==> src/rtl/aes_prng_sched_if.sv <==
// Host, AES core and PRNG signals of the AES/PRNG sequencer.
// master drives the sequencer inputs; slave is the sequencer side.
interface aes_prng_sched_if #(
  parameter int CNT_W = 16
) ();
  logic [79:0]      seed_in;
  logic             seed_valid;
  logic             seed_ready;
  logic             force_reseed;
  logic             in_valid;
  logic             in_ready;
  logic             core_valid_in;
  logic             core_ready;
  logic             core_cipher_valid;
  logic [79:0]      prng_seed;
  logic             prng_start_reseed;
  logic             prng_busy;
  logic             prng_out_valid;
  logic             prng_out_ready;
  logic [CNT_W-1:0] enc_count;
  logic             rnd_starved;

  modport master (
    output seed_in, seed_valid, force_reseed,
    output in_valid, core_ready, core_cipher_valid,
    output prng_busy, prng_out_valid,
    input  seed_ready, in_ready, core_valid_in,
    input  prng_seed, prng_start_reseed,
    input  prng_out_ready, enc_count, rnd_starved
  );

  modport slave (
    input  seed_in, seed_valid, force_reseed,
    input  in_valid, core_ready, core_cipher_valid,
    input  prng_busy, prng_out_valid,
    output seed_ready, in_ready, core_valid_in,
    output prng_seed, prng_start_reseed,
    output prng_out_ready, enc_count, rnd_starved
  );
endinterface

==> src/rtl/aes_prng_sched.sv <==
// Sequencer for the masked AES core and its PRNG (seed, warm-up, run).
// Define AUTO_RESEED_EN to reseed after every RESEED_PERIOD encryptions.
module aes_prng_sched #(
  parameter int RESEED_PERIOD = 1024,
  parameter int CNT_W         = 16
) (
  input logic              clk,
  input logic              nrst,
  aes_prng_sched_if.slave  bus
);

  typedef enum logic [2:0] {
    S_SEED,
    S_KICK,
    S_WARM,
    S_IDLE,
    S_RUN
  } state_t;

  state_t           state_q, state_d;
  logic [79:0]      seed_q, seed_d;
  logic [CNT_W-1:0] cnt_q, cnt_d;
  logic             pend_q, pend_d;
  logic             starve_q;

  logic             seed_rdy;
  logic             in_rdy;
  logic             core_vin;
  logic             kick;
  logic             rnd_rdy;
  logic             due;

  logic [CNT_W:0]   cnt_inc;
  logic [CNT_W-1:0] cnt_sat;

  assign cnt_inc = {1'b0, cnt_q} + 1'b1;
  assign cnt_sat = cnt_inc[CNT_W] ? cnt_q
                                  : cnt_inc[CNT_W-1:0];

`ifdef AUTO_RESEED_EN
  assign due = (cnt_inc == (CNT_W+1)'(RESEED_PERIOD));
`else
  assign due = 1'b0;
`endif

  always_comb begin
    state_d  = state_q;
    seed_d   = seed_q;
    cnt_d    = cnt_q;
    pend_d   = pend_q;
    seed_rdy = 1'b0;
    in_rdy   = 1'b0;
    core_vin = 1'b0;
    kick     = 1'b0;
    rnd_rdy  = 1'b0;

    if (bus.force_reseed &&
        state_q != S_SEED && state_q != S_KICK)
      pend_d = 1'b1;

    unique case (state_q)
      S_SEED: begin
        seed_rdy = 1'b1;
        if (bus.seed_valid) begin
          seed_d  = bus.seed_in;
          state_d = S_KICK;
        end
      end
      S_KICK: begin
        kick    = 1'b1;
        cnt_d   = '0;
        pend_d  = 1'b0;
        state_d = S_WARM;
      end
      S_WARM: begin
        if (!bus.prng_busy && bus.prng_out_valid)
          state_d = S_IDLE;
      end
      S_IDLE: begin
        in_rdy   = bus.core_ready & bus.prng_out_valid
                 & ~pend_q;
        core_vin = bus.in_valid & in_rdy;
        if (pend_q)
          state_d = S_SEED;
        else if (core_vin)
          state_d = S_RUN;
      end
      S_RUN: begin
        rnd_rdy = 1'b1;
        if (bus.core_cipher_valid) begin
          cnt_d = cnt_sat;
          // a reseed request landing on completion counts now
          if (due || pend_q || bus.force_reseed)
            state_d = S_SEED;
          else
            state_d = S_IDLE;
        end
      end
      default: state_d = S_SEED;
    endcase
  end

  always_ff @(posedge clk or negedge nrst) begin
    if (!nrst) begin
      state_q  <= S_SEED;
      seed_q   <= '0;
      cnt_q    <= '0;
      pend_q   <= 1'b0;
      starve_q <= 1'b0;
    end else begin
      state_q  <= state_d;
      seed_q   <= seed_d;
      cnt_q    <= cnt_d;
      pend_q   <= pend_d;
      if (state_q == S_RUN && !bus.prng_out_valid)
        starve_q <= 1'b1;
    end
  end

  assign bus.seed_ready        = seed_rdy;
  assign bus.in_ready          = in_rdy;
  assign bus.core_valid_in     = core_vin;
  assign bus.prng_seed         = seed_q;
  assign bus.prng_start_reseed = kick;
  assign bus.prng_out_ready    = rnd_rdy;
  assign bus.enc_count         = cnt_q;
  assign bus.rnd_starved       = starve_q;

endmodule

==> src/flat_wrapper.sv <==
// flat-port wrapper written by rule: the top's interface ports become plain ports
module aes_prng_sched_flat 
#(
  parameter int RESEED_PERIOD = 1024,
  parameter int CNT_W         = 16
)
  (clk, nrst, bus_seed_in, bus_seed_valid, bus_force_reseed, bus_in_valid, bus_core_ready, bus_core_cipher_valid, bus_prng_busy, bus_prng_out_valid, bus_seed_ready, bus_in_ready, bus_core_valid_in, bus_prng_seed, bus_prng_start_reseed, bus_prng_out_ready, bus_enc_count, bus_rnd_starved);
  aes_prng_sched_if #(.CNT_W(CNT_W)) bus_i ();
  input logic clk;
  input logic nrst;
  input wire logic [$bits(bus_i.seed_in)-1:0] bus_seed_in;
  input wire logic [$bits(bus_i.seed_valid)-1:0] bus_seed_valid;
  input wire logic [$bits(bus_i.force_reseed)-1:0] bus_force_reseed;
  input wire logic [$bits(bus_i.in_valid)-1:0] bus_in_valid;
  input wire logic [$bits(bus_i.core_ready)-1:0] bus_core_ready;
  input wire logic [$bits(bus_i.core_cipher_valid)-1:0] bus_core_cipher_valid;
  input wire logic [$bits(bus_i.prng_busy)-1:0] bus_prng_busy;
  input wire logic [$bits(bus_i.prng_out_valid)-1:0] bus_prng_out_valid;
  output wire logic [$bits(bus_i.seed_ready)-1:0] bus_seed_ready;
  output wire logic [$bits(bus_i.in_ready)-1:0] bus_in_ready;
  output wire logic [$bits(bus_i.core_valid_in)-1:0] bus_core_valid_in;
  output wire logic [$bits(bus_i.prng_seed)-1:0] bus_prng_seed;
  output wire logic [$bits(bus_i.prng_start_reseed)-1:0] bus_prng_start_reseed;
  output wire logic [$bits(bus_i.prng_out_ready)-1:0] bus_prng_out_ready;
  output wire logic [$bits(bus_i.enc_count)-1:0] bus_enc_count;
  output wire logic [$bits(bus_i.rnd_starved)-1:0] bus_rnd_starved;
  assign bus_i.seed_in = bus_seed_in;
  assign bus_i.seed_valid = bus_seed_valid;
  assign bus_i.force_reseed = bus_force_reseed;
  assign bus_i.in_valid = bus_in_valid;
  assign bus_i.core_ready = bus_core_ready;
  assign bus_i.core_cipher_valid = bus_core_cipher_valid;
  assign bus_i.prng_busy = bus_prng_busy;
  assign bus_i.prng_out_valid = bus_prng_out_valid;
  assign bus_seed_ready = bus_i.seed_ready;
  assign bus_in_ready = bus_i.in_ready;
  assign bus_core_valid_in = bus_i.core_valid_in;
  assign bus_prng_seed = bus_i.prng_seed;
  assign bus_prng_start_reseed = bus_i.prng_start_reseed;
  assign bus_prng_out_ready = bus_i.prng_out_ready;
  assign bus_enc_count = bus_i.enc_count;
  assign bus_rnd_starved = bus_i.rnd_starved;
  aes_prng_sched #(.RESEED_PERIOD(RESEED_PERIOD), .CNT_W(CNT_W)) u_core (.clk(clk), .nrst(nrst), .bus(bus_i));
endmodule
==> config.mk <==
export PLATFORM = sky130hd
export DESIGN_NAME = aes_prng_sched_flat
export DESIGN_NICKNAME = d
export VERILOG_FILES = /design/src/rtl/aes_prng_sched_if.sv /design/src/rtl/aes_prng_sched.sv /design/src/flat_wrapper.sv
export SDC_FILE = /design/constraint.sdc
export NUM_CORES = 1
export LEC_CHECK = 0
export ABC_AREA = 0
export CAP_MARGIN = 20
export CORE_MARGIN = 4
export CORE_UTILIZATION = 42
export DETAILED_ROUTE_END_ITERATION = 10
export PLACE_DENSITY = 0.87
export SLEW_MARGIN = 20
export SYNTH_ARGS = -nofsm -noshare
export SYNTH_HDL_FRONTEND = slang
export SYNTH_SLANG_ARGS = --single-unit
==> constraint.sdc <==
create_clock -name clk -period 2.25 [get_ports clk]
set_clock_uncertainty 0.05 [all_clocks]
set_input_delay 0.225 -clock clk [delete_from_list [all_inputs] [get_ports clk]]
set_output_delay 0.225 -clock clk [all_outputs]
set_load 0.01 [all_outputs]
Yosys cells after proc, flatten, opt, wreduce, memory -nomap -nowiden:

Index checks and enable logic that the tools add are counted.

* bits in registers: 101
* input bits: 89
* output and inout port bits: 102
* word-level logic and storage cells: 51

* add/subtract/negate cells: 1
* equal/unequal tests: 10
* muxes and demuxes: 17
* bitwise gates (word level): 4
* reductions and logical operators: 14

Operators with widths (count)
* 16-bit two-way mux: 2
* 16-bit one-hot mux with 2 select lines: 1
* 16-bit by 1-bit adder with 17-bit output (second input constant): 1
* 3-bit two-way mux: 5
* 3-bit one-hot mux with 5 select lines: 1
* 1-bit two-way mux: 7
* 3-bit by 2-bit equality test with 1-bit output (second input constant): 2
* 2-bit != test (second input constant): 3
* 3-bit by 1-bit != test with 1-bit output (second input constant): 2
* 1-bit logical AND: 4
* 4-bit AND reduction: 1
* 2-bit nonzero test: 2
* 1-bit bitwise AND: 3
* 3-bit by 1-bit equality test with 1-bit output (second input constant): 1
* 3-bit equality test (second input constant): 1
* 3-bit logical NOT: 1
* 3-bit AND reduction: 1
* 3-bit nonzero test: 1
* 1-bit logical NOT: 2
* 2-bit two-way mux: 1
* 2-bit by 1-bit != test with 1-bit output (second input constant): 1
* 2-bit AND reduction: 1
* 1-bit logical OR: 1
* 1-bit NOT: 1

Depth between registers and ports, before layout:

Gate-level depths: netlist (run 1).

* depth in word-level cells: 6
* mapped depth: 8
* depth with buffers taken out: 6

Worst setup path after synthesis (run 1):

OpenSTA, ideal clock, no wires.

* kind: register -> register
* start: register u_core.state_q[1]
* end: register u_core.seed_q[38], in the netlist u_core.bus.prng_seed[38]
* library setup time: 0.125 ns
* arrival: 1.724 ns
* required time: 2.075 ns
* path slack: 0.352 ns
* stages on the path, launching flop included: 6
* path buffers: 1
* period minus slack after synthesis: 1.898 ns
* cell sequence: dfrtp_1 > nor3_1 > inv_1 > nor2_4 > buf_6 > mux2_2

* longest elaborated chain between the ends: 2

Ends and longest elaborated chain
* start: declaration: line aes_prng_sched.sv:20 `state_t state_q, state_d;`
* start signal: assignment: line aes_prng_sched.sv:111 `state_q <= state_d;`
* 3-bit logical NOT: line aes_prng_sched.sv:61 `unique case (state_q)`
* 2-bit AND reduction (no line)
* end signal: assignment: line aes_prng_sched.sv:106 `seed_q <= '0;`
* end signal: assignment: line aes_prng_sched.sv:112 `seed_q <= seed_d;`
* end: declaration: line aes_prng_sched.sv:21 `logic [79:0] seed_q, seed_d;`

No other way between the ends.
A chain may end at the register's enable or synchronous reset.

Worst setup path after layout (run 1):

* start: register u_core.state_q[1]
* end: output bus_prng_start_reseed

* longest elaborated chain between the ends: 2

Ends and longest elaborated chain
* 3-bit by 1-bit equality test with 1-bit output: line aes_prng_sched.sv:61
* 1-bit two-way mux: line aes_prng_sched.sv:61
* end: declaration: line flat_wrapper.sv:23 `output wire logic [$bits(bus_i.prng_start_reseed)-1:0] bus_prng_start_reseed;`

No other way between the ends.

==> results summary, run 1 <==
The flow ran to the end, and the final reports show no timing, DRC or antenna violations. The DRC violation count after routing came out at 0. The number of warning messages in the yosys log came out at 0. The slew at the pin closest to its max-slew limit came out at 0.445 ns. The maximum fanout along the worst path came out at 8.

The fraction of the cycle the final worst path needs is 0.966. The worst pin sits at a relative slew slack of 0.703. The later pin in the worst-skew pair is clocked with a latency of 0.36 ns. The half-perimeter wire length after placement came out at 8460 um. The die span in x is 110 um. The number of synthesized flops with an enable pin is 0. Setup repair after global routing left no endpoint under its margin. The synthesized design spends more area on one cell type than any other, namely dfrtp_1.

The worst-case setup margin in the final layout is 0.0763 ns. The overall power after layout is 7.83 mW. The share of final-layout standard cells stronger than drive strength 1 is 0.202. The remaining antenna violation count is 0. The global-route wire length before repair came out at 17300 um. The final number of hold-violating endpoints was 0. In this run the worst setup path begins at u_core.state_q[1]$_DFFE_PN0P_.

The cell sitting at the root of the clock tree is a clkbuf_8. The worst setup path is launched from a register. The number of instances in the synthesized netlist is 319. Sorting the synthesized cells by area gives the leading types as dfrtp_1 (58%), mux2_2 (18%), buf_6 (2.9%). The cell depth of the worst flop-to-flop path is 6. In this run the mean area of a mapped cell was 13.6 um^2. The share of synthesized area occupied by flip-flops and latches is 0.584. The total track usage is 0.185. The cell row count is 36. The detailed-route via count came out at 3367. The path class of the tightest hold or removal check is input port to async pin. The final design utilization is 0.665.

The number of primary I/O pins came out at 191. The critical path data arrival time came out at 1.90 ns. The highest achievable clock rate came out at 460 MHz. In the final layout, the multi-input gates occupy 1620 um^2.

The distinct cell type count after synthesis came out at 41. The number of clock buffers inserted by TritonCTS is 9. The iteration-0 DRC count of the detailed router came out at 101. The number of buffers on the longest clock path is 2. Summing every instance area after synthesis gives 4330 um^2. The internal reg-to-reg setup slack came out at 0.28 ns. Leaving out fill and tap cells, the most frequent cells in the layout are clkdlybuf4s50_1 (187), dfrtp_1 (100), mux2_2 (71). The clock period minus final worst setup slack came out at 2.17 ns. The final standard cell area without fillers is 6590 um^2. The post-route setup TNS is 0 ns. The final max-slew violation count is 0. The maximum number of pins on one net before global-route repair is 56. The final cell count without fillers came out at 652. The worst stage delay on the critical path is 0.53 ns. The region available for standard cell placement spans 9910 um^2. The full die area is 12000 um^2. Among all flip-flop cells after synthesis, the most frequent one is dfrtp_1. The final wirelength came out at 11300 um.

The final estimated routing congestion in global placement came out at 0.840. The vias per cell is 5.16. Counting tap cells, the placed design contains a total of 634 instances. Max-cap violations in this run came to 0.

The y dimension of the die came out at 110 um. STA classifies the critical path endpoint as an output pin. The tightest hold path in the finished design has a slack of 0.296 ns. During placement, the flow inserted port buffers numbering 190. In this run the critical register-to-register path is launched from u_core.state_q[1]$_DFFE_PN0P_. The H-tree was split into 3 levels. The first-pass detailed-route iteration total is 4. In this run the critical register-to-register path is captured at u_core.bus.enc_count[9]$_DFFE_PN0P_. The total power per unit cell area is 1190 nW/um^2. Clock-pin slew was measured on the worst setup and hold paths at 0.09 ns. The number of antenna violations at the first check in global routing is 0.

The clock tree from TritonCTS is yes. The number of fill cells in the layout came out at 728. The initial standard-cell utilization of the core came out at 0.437.

Of the post-synthesis cell area, the dominant cell type holds 0.584. The number of global-route vias before repair is 3444. Compared with the post-synthesis result, the final layout area differs by 52.3%.

The final net count is 604. The most common cell after layout, fill and taps aside is clkdlybuf4s50_1. The worst setup path is of the register to output pin kind. The clock sink count is 101. The total grt overflow is 0. The largest individual stage delay along the critical path comes from the cell clkdlybuf4s50_1.

The signal on the critical path passes through or3_4 -> clkinv_8 -> clkdlybuf4s50_1. The number of antenna diodes in the final layout is 0. The placed cell area is 6330 um^2.

For this run, asynchronously set or reset flops after synthesis account for 1.00. The synthesized design contains 101 register bits. The leakage power came out at 2.76 nW.

The average wire per cell in the routed design is 17.3 um. The worst slack at placement is 0.206 ns. VDD sags by at most 0.584 mV. The total nets after synthesis is 409. The data required time of the critical path is 1.98 ns. The sequential cell area came out at 2530 um^2. The setup-violating endpoint count in the final report came out at 0.
Yosys cell counts, types with 2 or more instances:
master,number
and4_1,2
mux2_2,71
a211o_1,3
buf_2,2
o22ai_1,3
nor2_1,7
clkbuf_1,2
buf_6,11
mux2i_1,3
nor3_1,4
and3_1,5
nand4_1,8
o21a_1,2
inv_1,5
or4_1,4
a21o_1,3
nand3_1,14
mux2_1,9
nand3b_1,2
and2_1,2
a21oi_1,7
nand2_1,13
o211ai_1,4
o21ai_0,8
or3_1,3
nor4_1,7
dfrtp_1,101
registers in the layout, indices dropped and copies added (netlist names):
signal / count
u_core.bus.enc_count: 16
u_core.pend_q: 1
u_core.bus.rnd_starved: 1
u_core.bus.prng_seed: 80
u_core.state_q: 3
power breakdown:
part           switching (mW)  internal [mW]  leakage, nW  total (mW)
Sequential              0.444           2.61         1.22        3.05
Clock                   0.638          0.667        0.113        1.31
Combinational            1.28           2.19         1.42        3.47
Total                    2.36           5.47         2.76        7.83
layout make-up:
cell class | count | share of cell area
sequential | 101 | 0.383
timing repair buffer | 200 | 0.304
multi-input combinational | 195 | 0.245
tap | 133 | 0.0252
clock buffer | 10 | 0.0209
clock inverter | 6 | 0.0142
inverter | 7 | 0.00664
critical path, delay by kind of cell (launching register included):
kind	cells	cell delay [ns]
buf+inv	2	0.62
simple gates	1	0.47
flops	1	0.46
worst max path at each step:
| stage | endpoint | slack (ns) | cells after the start |
|---|---|---|---|
| floorplan | u_core.bus.prng_seed[38]$_DFFE_PN0P_ | 0.35 | 5 |
| global placement | u_core.bus.enc_count[9]$_DFFE_PN0P_ | 0.29 | 5 |
| detailed placement | u_core.bus.enc_count[9]$_DFFE_PN0P_ | 0.21 | 5 |
| CTS | bus_core_valid_in | 0.03 | 4 |
| global route | bus_prng_start_reseed | 0.004 | 3 |
| finish | bus_prng_start_reseed | 0.08 | 3 |
layer usage:
layer,track usage,up-vias,share of wire
met3,0.0499,24,0.094
met2,0.316,154,0.51
met4,0.0837,0,0.025
met1,0.216,1630,0.38
li1,-,1559,-
met5,0,-,0
what timing repair did:
| action | CTS | global route |
|---|---|---|
| resized for setup | 2 | 2 |
| hold buffers | 1 | 0 |
| endpoints found under the setup margin | 4 | 2 |
| hold endpoints to repair | 31 | 0 |
| gates cloned | 0 | 0 |
| buffers inserted | 1 | 0 |
cells by family after synthesis:
family / after synthesis / share of synthesized area
muxes: 83 / 0.215
adders and majority gates: 1 / 0.00289
buffers and inverters: 23 / 0.0439
DFF: 101 / 0.584
AOI/OAI and AO/OA: 34 / 0.0503
and+or+nand+nor: 77 / 0.104
Note: power is estimated with default switching activity, not from simulation.
==> inputs of run 2 (changes only) <==
- SLEW_MARGIN: 20 -> unset
==> results of run 2 <==
No change in the layout: final DEF, timing and power equal those of run 1.
